<file path="src/rtl/boot_vga_timing.sv">
`default_nettype none
// ============================================================================
// Module   : boot_vga_timing
// Purpose  : 640x480@60 VGA raster timing generator plus the boot-screen
//            loading-animation offset counter. The animation offset only
//            moves on the frame-wrap edge, so the logo never tears mid-frame.
// Ports    : clk            - system clock
//            reset_n        - asynchronous active-low reset
//            pixel_ce       - pixel clock enable; all state advances only when 1
//            anim_en        - enables loading-animation stepping
//            hpos / vpos    - registered raster counters
//            hsync / vsync  - active-low syncs (decoded from hpos/vpos)
//            display_on     - high inside the visible area
//            frame_tick     - one-clock pulse coincident with hpos=vpos=0
//            loading_offset - animation offset for the logo generator
// Revision : 1.0 - initial release
// ============================================================================
module boot_vga_timing #(
    parameter int unsigned H_VISIBLE       = 640,
    parameter int unsigned H_FRONT         = 16,
    parameter int unsigned H_SYNC          = 96,
    parameter int unsigned H_BACK          = 48,
    parameter int unsigned V_VISIBLE       = 480,
    parameter int unsigned V_FRONT         = 10,
    parameter int unsigned V_SYNC          = 2,
    parameter int unsigned V_BACK          = 33,
    parameter int unsigned FRAMES_PER_STEP = 4,
    parameter int unsigned OFFSET_MAX      = 12
) (
    input  logic       clk,
    input  logic       reset_n,
    input  logic       pixel_ce,
    input  logic       anim_en,
    output logic [9:0] hpos,
    output logic [9:0] vpos,
    output logic       hsync,
    output logic       vsync,
    output logic       display_on,
    output logic       frame_tick,
    output logic [9:0] loading_offset
);

    localparam int unsigned H_TOTAL = H_VISIBLE + H_FRONT + H_SYNC + H_BACK;
    localparam int unsigned V_TOTAL = V_VISIBLE + V_FRONT + V_SYNC + V_BACK;

    // Prescaler needs at least one bit even when it only ever holds 0.
    localparam int unsigned PRE_W = (FRAMES_PER_STEP > 1) ? $clog2(FRAMES_PER_STEP) : 1;

    localparam logic [9:0]       c_h_last   = 10'(H_TOTAL - 1);
    localparam logic [9:0]       c_v_last   = 10'(V_TOTAL - 1);
    localparam logic [9:0]       c_h_vis    = 10'(H_VISIBLE);
    localparam logic [9:0]       c_v_vis    = 10'(V_VISIBLE);
    localparam logic [9:0]       c_hs_start = 10'(H_VISIBLE + H_FRONT);
    localparam logic [9:0]       c_hs_end   = 10'(H_VISIBLE + H_FRONT + H_SYNC);
    localparam logic [9:0]       c_vs_start = 10'(V_VISIBLE + V_FRONT);
    localparam logic [9:0]       c_vs_end   = 10'(V_VISIBLE + V_FRONT + V_SYNC);
    localparam logic [9:0]       c_off_last = 10'(OFFSET_MAX - 1);
    localparam logic [PRE_W-1:0] c_pre_last = PRE_W'(FRAMES_PER_STEP - 1);

    logic [9:0]       hpos_q, hpos_d;
    logic [9:0]       vpos_q, vpos_d;
    logic [9:0]       off_q, off_d;
    logic [PRE_W-1:0] pre_q, pre_d;
    logic             tick_q;

    logic             w_h_last;
    logic             w_v_last;
    logic             w_frame_wrap;

    always_comb begin
        w_h_last     = (hpos_q == c_h_last);
        w_v_last     = (vpos_q == c_v_last);
        // Single enable for everything that happens at the end of a frame.
        w_frame_wrap = pixel_ce && w_h_last && w_v_last;

        hpos_d = hpos_q;
        vpos_d = vpos_q;
        if (pixel_ce) begin
            if (w_h_last) begin
                hpos_d = 10'd0;
                vpos_d = w_v_last ? 10'd0 : (vpos_q + 10'd1);
            end else begin
                hpos_d = hpos_q + 10'd1;
            end
        end

        pre_d = pre_q;
        off_d = off_q;
        if (w_frame_wrap && anim_en) begin
            if (pre_q == c_pre_last) begin
                pre_d = '0;
                off_d = (off_q == c_off_last) ? 10'd0 : (off_q + 10'd1);
            end else begin
                pre_d = pre_q + PRE_W'(1);
            end
        end
    end

    always_ff @(posedge clk or negedge reset_n) begin
        if (!reset_n) begin
            hpos_q <= 10'd0;
            vpos_q <= 10'd0;
            off_q  <= 10'd0;
            pre_q  <= '0;
            tick_q <= 1'b0;
        end else begin
            hpos_q <= hpos_d;
            vpos_q <= vpos_d;
            off_q  <= off_d;
            pre_q  <= pre_d;
            // Registered copy of the wrap, so it lines up with hpos=vpos=0.
            tick_q <= w_frame_wrap;
        end
    end

    assign hpos           = hpos_q;
    assign vpos           = vpos_q;
    assign loading_offset = off_q;
    assign frame_tick     = tick_q;
    assign hsync          = !((hpos_q >= c_hs_start) && (hpos_q < c_hs_end));
    assign vsync          = !((vpos_q >= c_vs_start) && (vpos_q < c_vs_end));
    assign display_on     = (hpos_q < c_h_vis) && (vpos_q < c_v_vis);

endmodule
`default_nettype wire

</file>
<file path="config.mk">
export PLATFORM = sky130hd
export DESIGN_NAME = boot_vga_timing
export DESIGN_NICKNAME = d
export VERILOG_FILES = /design/src/rtl/boot_vga_timing.sv
export SDC_FILE = /design/constraint.sdc
export NUM_CORES = 1
export LEC_CHECK = 0
export CAP_MARGIN = 20
export CELL_PAD_IN_SITES_DETAIL_PLACEMENT = 0
export CELL_PAD_IN_SITES_GLOBAL_PLACEMENT = 2
export CORE_MARGIN = 4
export CORE_UTILIZATION = 33
export CTS_CLUSTER_SIZE = 10
export DETAILED_ROUTE_END_ITERATION = 12
export GPL_TIMING_DRIVEN = 1
export PLACE_DENSITY = 0.79
export SKIP_LAST_GASP = 1
export SLEW_MARGIN = 20
export SYNTH_ARGS = -nofsm -noshare
export SYNTH_HDL_FRONTEND = slang
export SYNTH_SLANG_ARGS = --single-unit
</file>
<file path="constraint.sdc">
create_clock -name clk -period 3.9 [get_ports clk]
set_input_delay 0.78 -clock clk [delete_from_list [all_inputs] [get_ports clk]]
set_output_delay 0.78 -clock clk [all_outputs]
set_load 0.01 [all_outputs]
</file>
==> results of run 1 <==
[cells in the final DEF (no fill, tap or decap), drive strengths merged, types with 4 or more instances in the layout]
cell type      instances
nand2                 16
dfrtp                 33
nor3                  12
mux2i                  4
clkdlybuf4s50         37
ha                     7
and3                   6
inv                    8
nand4                 13
clkbuf                 7
nor2                   9
nand3                  9
xnor2                  8
xor2                   4
o21ai                 11
[logic make-up (layout without fill, tap and decap cells)]
kind of cell / count (synthesis) / after routing
AOI/OAI and AO/OA: 26 / 26
xor gates and xnor gates: 12 / 12
adders and majority gates: 7 / 7
buffers and inverters: 13 / 54
DFF: 33 / 33
muxes: 7 / 7
and+or+nand+nor: 83 / 83
[final cells by class]
class                   count  area share [%]
repair buffers             39            16.6
inverters                   8            1.29
clock buffers               7            3.71
well taps                  70            3.77
multi-input cells         135            39.1
flip-flops and latches     33            35.5
[final timing paths]
| path | to | cells past startpoint |
|---|---|---|
| worst max-delay path | vsync | 6 |
| worst min-delay path | pre_q[1] | 1 |
| worst max register to register | loading_offset[9] | 6 |
| worst min register to register | pre_q[1] | 1 |
| max in group asynchronous | hpos[1] | 2 |
| min in group asynchronous | loading_offset[4] | 2 |
[through the flow]
stage	util, %	instance area (um^2)
final	44.9	2320
after global routing	44.9	2320
after CTS	44.9	2320
after detailed placement	43.3	2240
after global placement	43.3	2240
after floorplan	-	1790
[sequential cells by signal (all words and copies together) (netlist names)]
register        flops
loading_offset     10
pre_q               2
vpos               10
frame_tick          1
hpos               10
[report_power, final]
part | internal, W | switching, W
logic | 0.0000712 | 0.0000615
registers | 0.000368 | 0.0000434
clock network | 0.000140 | 0.000117
total | 0.000579 | 0.000222
[layer usage]
metal	part of all wire [%]	vias up
li1	-	744
met3	3.7	2
met5	0	-
met2	45	30
met4	0.16	0
met1	51	727
[worst register-to-register path, cell delays in order (launching register included)]
cell      delay, ns
dfrtp_1        0.46
inv_1          0.11
ha_1           0.15
nor4bb_1       0.28
nand4_1        0.63
or2_0          0.46
a211o_1        0.30
==> PnR_summary.wiki, run 1 <==
{| class="wikitable"
! Metric !! Value
|-
| DP Worst Slack || 1.01 ns
|-
| Multi-input gate area in the final layout || 910 um^2
|-
| Leading cell types by total area after synthesis || dfrtp_1, ha_1, nand4_1, xnor2_1, nand2_1
|-
| Antenna Violating Nets Remaining || 0
|-
| Total leakage power || 0.960 nW
|-
| Share of synthesized registers carrying an async set or reset || 100%
|-
| Maximum cell stage delay along the critical path || 0.55 ns
|-
| Total instance count after detailed placement || 285
|-
| Sequential fraction of the synthesis area || 46.1%
|-
| Largest net degree at the start of global routing || 34
|-
| Die Span X || 81.7 um
|-
| Shortest period the worst path allows || 2.63 ns
|-
| Number of vias per cell || ~5.1
|-
| Share of synthesized cell area in full adder, half adder and majority cells || 4.89%
|-
| Count of input and output buffers || 37
|-
| Slack of the worst reg-to-reg path || 1.39 ns
|-
| Clock sinks || 33
|-
| Buffer levels on the longest clock path || 2
|-
| Initial detailed-routing violation count || ~110
|-
| Pwr Total || 0.000801 W
|-
| Clock slew at the register clock pins of the worst setup and hold paths || 0.07 ns
|-
| Post-CTS Repair Setup Buffers || 0
|-
| Clock tree from TritonCTS || built
|-
| PwrDens || 345 mW/mm^2
|-
| Total negative setup slack || 0 ns
|-
| Worst clock skew || 0.00359 ns
|-
| Achievable frequency || roughly 0.38 GHz
|-
| WHS || 0.519 ns
|-
| Category of the worst setup path capture point || output pin
|-
| Number of pins with negative max-slew slack in the final report || 0
|-
| WL per Instance || around 15 um
|-
| Min setup slack post-route || 1.27 ns
|-
| Worst path top cell family by delay || buffers and inverters
|-
| Routability congestion estimate from global placement || ~0.84
|-
| Placeable core region || 0.00517 mm^2
|-
| Area added between synthesis and finish || 29.7%
|-
| Post-CTS Resized || 0
|-
| Predominant post-synthesis flop cell || dfrtp_1
|-
| Status || completed
|-
| Crit Path Class || reg2out
|-
| DIE HEIGHT || 81.7 um
|-
| Number of H-tree levels || 2
|-
| Overall Global Routing Usage || 14.3%
|-
| Number of warnings reported in the yosys synthesis log || 0
|-
| Synthesized instance count || 181
|-
| CTS Buf Count || 5
|-
| Library cell contributing the largest single delay on the critical path || clkdlybuf4s50_1
|-
| Worst min path class || reg2reg
|-
| Max IR drop VDD || 0.000195 V
|-
| Grt met1 use || 19.9%
|-
| Fraction of synthesized area in multiplexers || 4.12%
|-
| Post-CTS Hold Fix Bufs || 0
|-
| Fin nets || 233
|-
| Total nets after synthesis || about 190
|-
| Antenna diode count || 0
|-
| Cell Area, Synth || 0.00179 mm^2
|-
| Count of max-cap constraint violations || 0
|-
| Number of enable flip-flop cells after synthesis || 0
|-
| Ports || 38
|-
| Number of hold violations in the final report || 0
|-
| Kind of start point of the critical path || register
|-
| Row count || 26
|-
| Transition at the pin with the smallest max-transition slack || 0.707 ns
|-
| Later-pin clock latency in the skew report || 0.27 ns
|-
| Worst R2R Start || vpos[0]
|-
| Final setup violation count || 0
|-
| Full die area || 0.00667 mm^2
|-
| Fraction of final layout cells sized beyond drive strength 1 || 6.76%
|-
| Grt total ovfl || 0
|-
| Number of remaining DRC errors || 0
|-
| Simple-gate portion of the synthesized area || 26.7%
|-
| Origin of the worst setup path || vpos[0]
|-
| Combinational family with the most area after synthesis || simple AND/OR/NAND/NOR gates
|-
| Signal arrival time at the worst endpoint || 1.85 ns
|-
| Initial DRT Pass Iterations || 4
|-
| Met2 Track Usage GR || 22.1%
|-
| Average cell area after synthesis || a little under 10 um^2
|-
| Most used standard cell by instance count after synthesis || dfrtp_1
|-
| DP Wirelength || between 3 and 4 mm
|-
| Data required time of the critical path || around 3.1 ns
|-
| Cell chain of the critical path || inv_1, ha_1, nor2_1, nor3_1, nand4b_1, clkdlybuf4s50_1
|-
| Vias in the first global route || 1512
|-
| Most frequent cells after synthesis || dfrtp_1, nand2_1, nand4_1
|-
| Register bit total from synthesis || 33
|-
| Synth area leader || dfrtp_1
|-
| Total number of vias || 1503
|-
| Setup repair after global routing missed its margin || no
|-
| Starting utilization of the core area || 34.6%
|-
| Top-area cell type share of the netlist area || 46.1%
|-
| Xor-xnor portion of the synthesized cell area || 5.87%
|-
| Final instance count without filler cells || between 200 and 300
|-
| Met3 Track Usage GR || 4.17%
|-
| Highest fanout seen on the critical path || 8
|-
| Crit path buffers/inverters || 2
|-
| Root Buffer || clkbuf_8
|-
| Antenna violations before repair || 0
|-
| Share of the cycle needed by the critical path after routing || 67.3%
|-
| Area taken by flip-flops and latches || between 800 and 900 um^2
|-
| Busiest grt layer || met2
|-
| Final-layout fill cell count || a little under 500
|-
| Hold wc startpoint || pre_q[1]
|-
| Global-route wire length before repair || roughly 7.4 mm
|-
| Max-Slew Margin vs Limit || a little over half
|-
| Count of cell types in the netlist || 39
|-
| Synthesized-area fraction occupied by ao, oa, aoi and oai cells || 9.22%
|-
| Wire length reported by the detailed router || about 4.3 mm
|}
Note: power is estimated with default switching activity, not from simulation.
==> inputs of run 2 (changes only) <==
--- a/config.mk
+++ b/config.mk
@@ -9,11 +9,11 @@
 export CELL_PAD_IN_SITES_DETAIL_PLACEMENT = 0
 export CELL_PAD_IN_SITES_GLOBAL_PLACEMENT = 2
 export CORE_MARGIN = 4
-export CORE_UTILIZATION = 33
+export CORE_UTILIZATION = 28
 export CTS_CLUSTER_SIZE = 10
 export DETAILED_ROUTE_END_ITERATION = 12
 export GPL_TIMING_DRIVEN = 1
-export PLACE_DENSITY = 0.79
+export PLACE_DENSITY = 0.71
 export SKIP_LAST_GASP = 1
 export SLEW_MARGIN = 20
 export SYNTH_ARGS = -nofsm -noshare
==> constraint.sdc (replaced) <==
create_clock -name clk -period 2.2 [get_ports clk]
set_input_delay 0.44 -clock clk [delete_from_list [all_inputs] [get_ports clk]]
set_output_delay 0.44 -clock clk [all_outputs]
set_load 0.01 [all_outputs]
==> run 2 against run 1 <==
Setup slack got worse by 1.1 ns. Cell count is 7.5% higher. Sequential share of layout area decreased by 1.9 points. Global-route usage shrank 1.5 points. Wire length increased by 7.8%. Hold slack got worse by 0.0030 ns. Critical path depth fell by 1. First-iteration DRC count down 50%. Critical path type is now reg2reg. Largest power group unchanged. Highest routed layer unchanged.
==> PnR_summary.wiki, run 2 (same netlist as run 1, synthesis figures left out) <==
{| class="wikitable"
! Metric !! Value
|-
| Row count || 28 (+7.7%)
|-
| Number of vias per cell || 5.26 (+2.3%)
|-
| Antenna Violating Nets Remaining || 0 (unchanged)
|-
| Initial detailed-routing violation count || 53 (-50%)
|-
| Topmost layer with routed signal wires || met4
|-
| DIE HEIGHT || 88.0 um (+7.7%)
|-
| Antenna violations before repair || 0 (unchanged)
|-
| Data required time of the critical path || 2.37 ns (-0.75 ns)
|-
| Net switching component of the power || 0.000401 W (+81%)
|-
| Full die area || 0.00774 mm^2 (+16%)
|-
| Global-route wire length before repair || 7.72 mm (+4.6%)
|-
| Util after Layout || 40.6% (-4.3 points)
|-
| Maximum cell stage delay along the critical path || 0.44 ns (-0.11 ns)
|-
| Total instance count after detailed placement || 307 (+7.7%)
|-
| Library cell contributing the largest single delay on the critical path || dfrtp_1
|-
| Wire length reported by the detailed router || 4.62 mm (+7.8%)
|-
| Clock sinks || 33 (unchanged)
|-
| Buffer levels on the longest clock path || 2 (unchanged)
|-
| Number of pins with negative max-slew slack in the final report || 0 (unchanged)
|-
| Length of routed met2 wiring || 2.12 mm (+9.3%)
|-
| Number of H-tree levels || 2 (unchanged)
|-
| Kind of start point of the critical path || register
|-
| Pint || 0.00104 W (+79%)
|-
| Initial DRT Pass Iterations || 4 (unchanged)
|-
| Grt total ovfl || 0 (unchanged)
|-
| Routability congestion estimate from global placement || 0.772 (-8.2%)
|-
| Total leakage power || 1.04 nW (+8.5%)
|-
| WL per Instance || 14.7 um (+0.29%)
|-
| Die Span X || 88.0 um (+7.7%)
|-
| Amount of wire on met3 after detailed routing || 196 um (+23%)
|-
| Category of the worst setup path capture point || register
|-
| Post-CTS Hold Fix Bufs || 0 (unchanged)
|-
| Sequential cell fraction of total power || 49.7% (-1.6 points)
|-
| Overall Global Routing Usage || 12.8% (-1.5 points)
|-
| Wl on met1 || 2.22 mm (+2.1%)
|-
| Multi-input gate area in the final layout || 910 um^2 (unchanged)
|-
| Highest fanout seen on the critical path || 6 (-2)
|-
| Number of hold violations in the final report || 0 (unchanged)
|-
| Final setup violation count || 0 (unchanged)
|-
| Max IR drop VDD || 0.000248 V (+28%)
|-
| Antenna diode count || 0 (unchanged)
|-
| Signal arrival time at the worst endpoint || 2.24 ns (+0.39 ns)
|-
| Area taken by flip-flops and latches || 827 um^2 (+0.15%)
|-
| Clock slew at the register clock pins of the worst setup and hold paths || 0.07 ns (about the same)
|-
| Fraction of final layout cells sized beyond drive strength 1 || 13.8% (+7.1 points)
|-
| Later-pin clock latency in the skew report || 0.28 ns (about the same)
|-
| Count of max-cap constraint violations || 0 (unchanged)
|-
| CTS Buf Count || 5 (unchanged)
|-
| Share of the cycle needed by the critical path after routing || 94.2%
|-
| Clock tree from TritonCTS || built
|-
| Vias in the first global route || 1620 (+7.1%)
|-
| Shortest period the worst path allows || around 2.1 ns
|-
| Final instance count without filler cells || 314 (+7.5%)
|-
| Number of remaining DRC errors || 0 (unchanged)
|-
| Fin nets || 250 (+7.3%)
|-
| Switching part of the total power || 27.9% (+0.12 points)
|-
| Setup repair after global routing missed its margin || no
|-
| Root Buffer || clkbuf_8
|-
| Count of input and output buffers || 37 (unchanged)
|-
| Achievable frequency || 0.482 GHz
|-
| Placeable core region || 0.00606 mm^2 (+17%)
|-
| Total number of vias || 1653 (+10%)
|-
| Transition at the pin with the smallest max-transition slack || 0.437 ns (-0.270 ns)
|-
| Starting utilization of the core area || 29.6% (-5.1 points)
|-
| DP Wirelength || 3.39 mm (+13%)
|-
| Cell chain of the critical path || ha_1, nor4b_1, nand4_1, a211o_1, a22o_1
|-
| Area added between synthesis and finish || 37.4%
|-
| Max-Slew Margin vs Limit || 70.9% (+18 points)
|-
| Highest-count cells in the layout ignoring fill and taps || clkdlybuf4s50_1, dfrtp_1, buf_4
|-
| Most common cell after layout, fill and taps aside || clkdlybuf4s50_1
|-
| Worst min path class || reg2reg
|-
| Worst clock skew || 0.00555 ns (+0.00196 ns)
|-
| Proportion of power drawn by combinational gates || 18.2% (+1.6 points)
|-
| Crit Path Class || reg2reg
|-
| Status || completed
|-
| Largest net degree at the start of global routing || 34 (unchanged)
|-
| Total negative setup slack || 0 ns (unchanged)
|-
| PwrDens || 585 mW/mm^2 (+70%)
|-
| Ports || 38 (unchanged)
|-
| Final-layout fill cell count || 609 (+25%)
|-
| Part of the total power dissipated in the clock network || 32.1% (about the same)
|}
-- run 2: routing by layer --
| layer | up-vias | GRT usage (%) |
|---|---|---|
| met2 | 37 | 19.5 |
| met1 | 828 | 17.4 |
| met5 | - | 0 |
| met4 | 0 | 5.44 |
| met3 | 6 | 2.82 |
| li1 | 782 | - |
-- run 2: through the flow --
stage	total power [W]	cell area, um^2	hold slack (ns)	worst slack (ns)
after floorplan	0.000831	1790	0.144	0.0941
after global placement	0.000989	2370	0.491	-0.0993
after CTS	0.00146	2460	0.517	0.0177
after global routing	0.00152	2460	0.543	0.0252
final	0.00144	2460	0.516	0.127
after detailed placement	0.000992	2370	0.502	-0.150
-- run 2: area by class of cell --
class	instances	share of cell area, %
flip-flops and latches	33	33.6
multi-input cells	135	37.0
well taps	75	3.81
repair buffers	56	20.9
inverters	8	1.22
clock buffers	7	3.51
-- run 2: worst paths after layout --
check / from / end / slack (ns) / cells past startpoint
max in group asynchronous: reset_n / vpos[1] / 1.30 / 2
min in group asynchronous: reset_n / loading_offset[8] / 0.58 / 2
worst max register to register: loading_offset[0] / loading_offset[8] / 0.13 / 5
worst min register to register: pre_q[1] / pre_q[1] / 0.52 / 1
worst min-delay path: pre_q[1] / pre_q[1] / 0.52 / 1
worst max-delay path: loading_offset[0] / loading_offset[8] / 0.13 / 5
-- run 2: power by group through the flow --
stage | clock network (W) | registers [W] | logic, W
finish | 0.000463 | 0.000716 | 0.000262
global route | 0.000501 | 0.000725 | 0.000291
CTS | 0.000479 | 0.000715 | 0.000268
detailed placement | 0 | 0.000725 | 0.000267
global placement | 0 | 0.000727 | 0.000262
floorplan | 0 | 0.000745 | 0.0000856
-- run 2: what timing repair did --
action | 4_1_cts | 5_1_grt
setup buffers | 0 | 0
gates resized for setup | 2 | 1
endpoints found under the setup margin | 2 | 1
cloned | 0 | 0
-- run 2: critical path: cells and delay by family (launching register included) --
kind	cells	cell delay, ns
adders and majority gates	1	0.28
DFF	1	0.44
and+or+nand+nor	2	0.66
AOI/OAI and AO/OA	2	0.59
==> inputs of run 3 (changes only) <==
--- a/config.mk
+++ b/config.mk
@@ -8,7 +8,7 @@
 export CAP_MARGIN = 20
 export CELL_PAD_IN_SITES_DETAIL_PLACEMENT = 0
 export CELL_PAD_IN_SITES_GLOBAL_PLACEMENT = 2
-export CORE_MARGIN = 4
+export CORE_MARGIN = 2
 export CORE_UTILIZATION = 28
 export CTS_CLUSTER_SIZE = 10
 export DETAILED_ROUTE_END_ITERATION = 12
==> run 3 against run 2 <==
Count of clock-buffer cells in the layout stayed put. Combinational power is 9.2% higher. Critical path type is now reg2out. Via count is 2.8% lower. Non-clock buffer count is 1 higher. Die area is 8.9% lower. Fmax hardly changed. Critical endpoint is now hsync.
==> PnR_summary.wiki, run 3 (same netlist as run 1, synthesis figures left out) <==
{| class="wikitable"
! Metric !! Value
|-
| Overall Global Routing Usage || 13.6% (+0.88 points)
|-
| Number of remaining DRC errors || 0 (unchanged)
|-
| Proportion of power drawn by combinational gates || 19.0% (+0.8 points)
|-
| Min setup slack post-route || 0.128 ns (+0.000706 ns)
|-
| Worst min path class || reg2reg
|-
| Highest fanout seen on the critical path || 5 (-1)
|-
| Starting utilization of the core area || 28.5% (-1.0 points)
|-
| Post-CTS Repair Setup Buffers || 0 (unchanged)
|-
| Initial detailed-routing violation count || 99 (+87%)
|-
| Setup repair after global routing missed its margin || no
|-
| Transition at the pin with the smallest max-transition slack || 0.436 ns (-0.000691 ns)
|-
| Max-Slew Margin vs Limit || 70.9% (about the same)
|-
| Area taken by flip-flops and latches || 828 um^2 (+0.15%)
|-
| Util after Layout || 40.0% (-0.64 points)
|-
| Part of the total power dissipated in the clock network || 34.1% (+2.0 points)
|-
| Clock slew at the register clock pins of the worst setup and hold paths || 0.07 ns (about the same)
|-
| Most common cell on crit path || nand2_1
|-
| Max IR drop VDD || 0.000307 V (+23%)
|-
| Later-pin clock latency in the skew report || 0.28 ns (about the same)
|-
| Antenna diode count || 0 (unchanged)
|-
| Placeable core region || 0.00628 mm^2 (+3.6%)
|-
| Antenna Violating Nets Remaining || 0 (unchanged)
|-
| WL per Instance || 14.4 um (-2.1%)
|-
| Crit Path Class || reg2out
|-
| Post-CTS Resized || 1 (-1)
|-
| Count of input and output buffers || 37 (unchanged)
|-
| Status || completed
|-
| Ports || 38 (unchanged)
|-
| Global-route wire length before repair || 7.71 mm (about the same)
|-
| Number of H-tree levels || 2 (unchanged)
|-
| DIE HEIGHT || 84.0 um (-4.5%)
|-
| Fraction of final layout cells sized beyond drive strength 1 || 15.8% (+2.0 points)
|-
| Total instance count after detailed placement || 310 (+0.98%)
|-
| Die Span X || 84.0 um (-4.5%)
|-
| Count of max-cap constraint violations || 0 (unchanged)
|-
| Library cell contributing the largest single delay on the critical path || clkdlybuf4s50_1
|-
| Highest-count cells in the layout ignoring fill and taps || clkdlybuf4s50_1, dfrtp_1, buf_4
|-
| Number of vias per cell || 5.05 (-4.1%)
|-
| Root Buffer || clkbuf_8
|-
| Category of the worst setup path capture point || output pin
|-
| Kind of start point of the critical path || register
|-
| Signal arrival time at the worst endpoint || 1.63 ns (-0.61 ns)
|-
| Worst clock skew || 0.00432 ns (-0.00123 ns)
|-
| Post-CTS Hold Fix Bufs || 0 (unchanged)
|-
| Total number of vias || 1606 (-2.8%)
|-
| Sequential cell fraction of total power || 46.9% (-2.8 points)
|-
| Final std cell area, no fill || 0.00251 mm^2 (+1.9%)
|-
| Wire length reported by the detailed router || 4.58 mm (-0.89%)
|-
| Switching part of the total power || 27.8% (-0.044 points)
|-
| Multi-input gate area in the final layout || 915 um^2 (+0.55%)
|-
| DP Worst Slack || -0.120 ns (+0.0291 ns)
|-
| Final-layout fill cell count || 659 (+8.2%)
|-
| Share of the cycle needed by the critical path after routing || 94.2% (about the same)
|-
| Largest net degree at the start of global routing || 34 (unchanged)
|-
| Final setup violation count || 0 (unchanged)
|-
| DP Wirelength || 3.31 mm (-2.3%)
|-
| WHS || 0.513 ns (-0.00296 ns)
|-
| Final instance count without filler cells || 318 (+1.3%)
|-
| Initial DRT Pass Iterations || 4 (unchanged)
|-
| Number of pins with negative max-slew slack in the final report || 0 (unchanged)
|-
| Routability congestion estimate from global placement || 0.711 (-7.9%)
|-
| Shortest period the worst path allows || 2.07 ns (-0.000706 ns)
|-
| Maximum cell stage delay along the critical path || 0.48 ns (+0.04 ns)
|-
| Antenna violations before repair || 0 (unchanged)
|-
| Area added between synthesis and finish || 40.0%
|-
| Data required time of the critical path || 1.76 ns (-0.61 ns)
|-
| Number of hold violations in the final report || 0 (unchanged)
|-
| Buffer levels on the longest clock path || 2 (unchanged)
|-
| Clock sinks || 33 (unchanged)
|-
| PwrDens || 599 mW/mm^2 (+2.3%)
|-
| Row count || 29 (+3.6%)
|-
| Net switching component of the power || 0.000418 W (+4.1%)
|-
| CTS Buf Count || 5 (unchanged)
|-
| Total leakage power || 1.06 nW (+1.7%)
|-
| Pint || 0.00108 W (+4.3%)
|-
| Vias in the first global route || 1529 (-5.6%)
|-
| Cell area after placement || 0.00239 mm^2 (+0.95%)
|-
| Fin nets || 251 (+0.40%)
|-
| Clock tree from TritonCTS || built
|-
| Achievable frequency || 0.483 GHz (about the same)
|-
| Cell chain of the critical path || buf_4, nand2_1, nand2_1, o21ai_0, nand4b_1, clkdlybuf4s50_1
|-
| Full die area || 0.00706 mm^2 (-8.9%)
|-
| Most common cell after layout, fill and taps aside || clkdlybuf4s50_1
|-
| Grt total ovfl || 0 (unchanged)
|}
-- run 3: cell types whose count changed in the layout (fill, tap and decap cells not counted) --
cell and change:
dfrtp_2 +1, clkbuf_1 -1, dlymetal6s2s_1 +1, buf_12 +1, clkbuf_8 +1, nor3_2 +1
dlygate4sd2_1 -1, nor3_1 -1, clkinv_2 +1, dfrtp_1 -1
-- run 3: final timing paths --
path | cells after the start | slack, ns | start | to
setup / recovery | 6 | 0.13 | hpos[6] | hsync
hold / removal | 1 | 0.51 | pre_q[1] | pre_q[1]
setup reg to reg | 4 | 0.20 | hpos[5] | loading_offset[9]
hold reg to reg | 1 | 0.51 | pre_q[1] | pre_q[1]
max in group asynchronous | 2 | 1.30 | reset_n | vpos[5]
min in group asynchronous | 2 | 0.57 | reset_n | hpos[3]
-- run 3: worst max-delay path: cells and delay by family, from the launching register on --
family                 cells  cell delay (ns)
flip-flops                 1             0.39
AND/OR/NAND/NOR            3             0.24
buffers and inverters      2             0.64
AO/OA/AOI/OAI              1             0.07
-- run 3: power groups by stage --
stage | Sequential, W | Clock, W | Combinational, W
3_5_place_dp | 0.000717 | 0 | 0.000290
3_3_place_gp | 0.000717 | 0 | 0.000291
4_1_cts | 0.000706 | 0.000531 | 0.000291
5_1_grt | 0.000712 | 0.000561 | 0.000320
6_report | 0.000704 | 0.000512 | 0.000286
2_1_floorplan | 0.000745 | 0 | 0.0000856
-- run 3: metal layers --
| metal | global-route usage (%) | part of all wire, % | vias to the layer above |
|---|---|---|---|
| met4 | 4.40 | 0.96 | 0 |
| li1 | - | - | 787 |
| met2 | 21.5 | 47 | 31 |
| met5 | 0 | 0 | - |
| met3 | 3.17 | 3.3 | 5 |
| met1 | 18.5 | 48 | 783 |
-- run 3: metrics by stage --
stage / setup TNS (ns) / total power (W)
2_1_floorplan: 0 / 0.000831
3_3_place_gp: -0.334 / 0.00101
3_5_place_dp: -0.433 / 0.00101
4_1_cts: 0 / 0.00153
5_1_grt: 0 / 0.00159
6_report: 0 / 0.00150
-- run 3: cell type report --
class                      count  share of cell area, %
sequential                    33                   33.0
multi-input combinational    135                   36.5
clock inverter                 1                  0.200
inverter                       8                   1.20
clock buffer                   7                   3.84
timing repair buffer          57                   21.4
tap                           77                   3.84
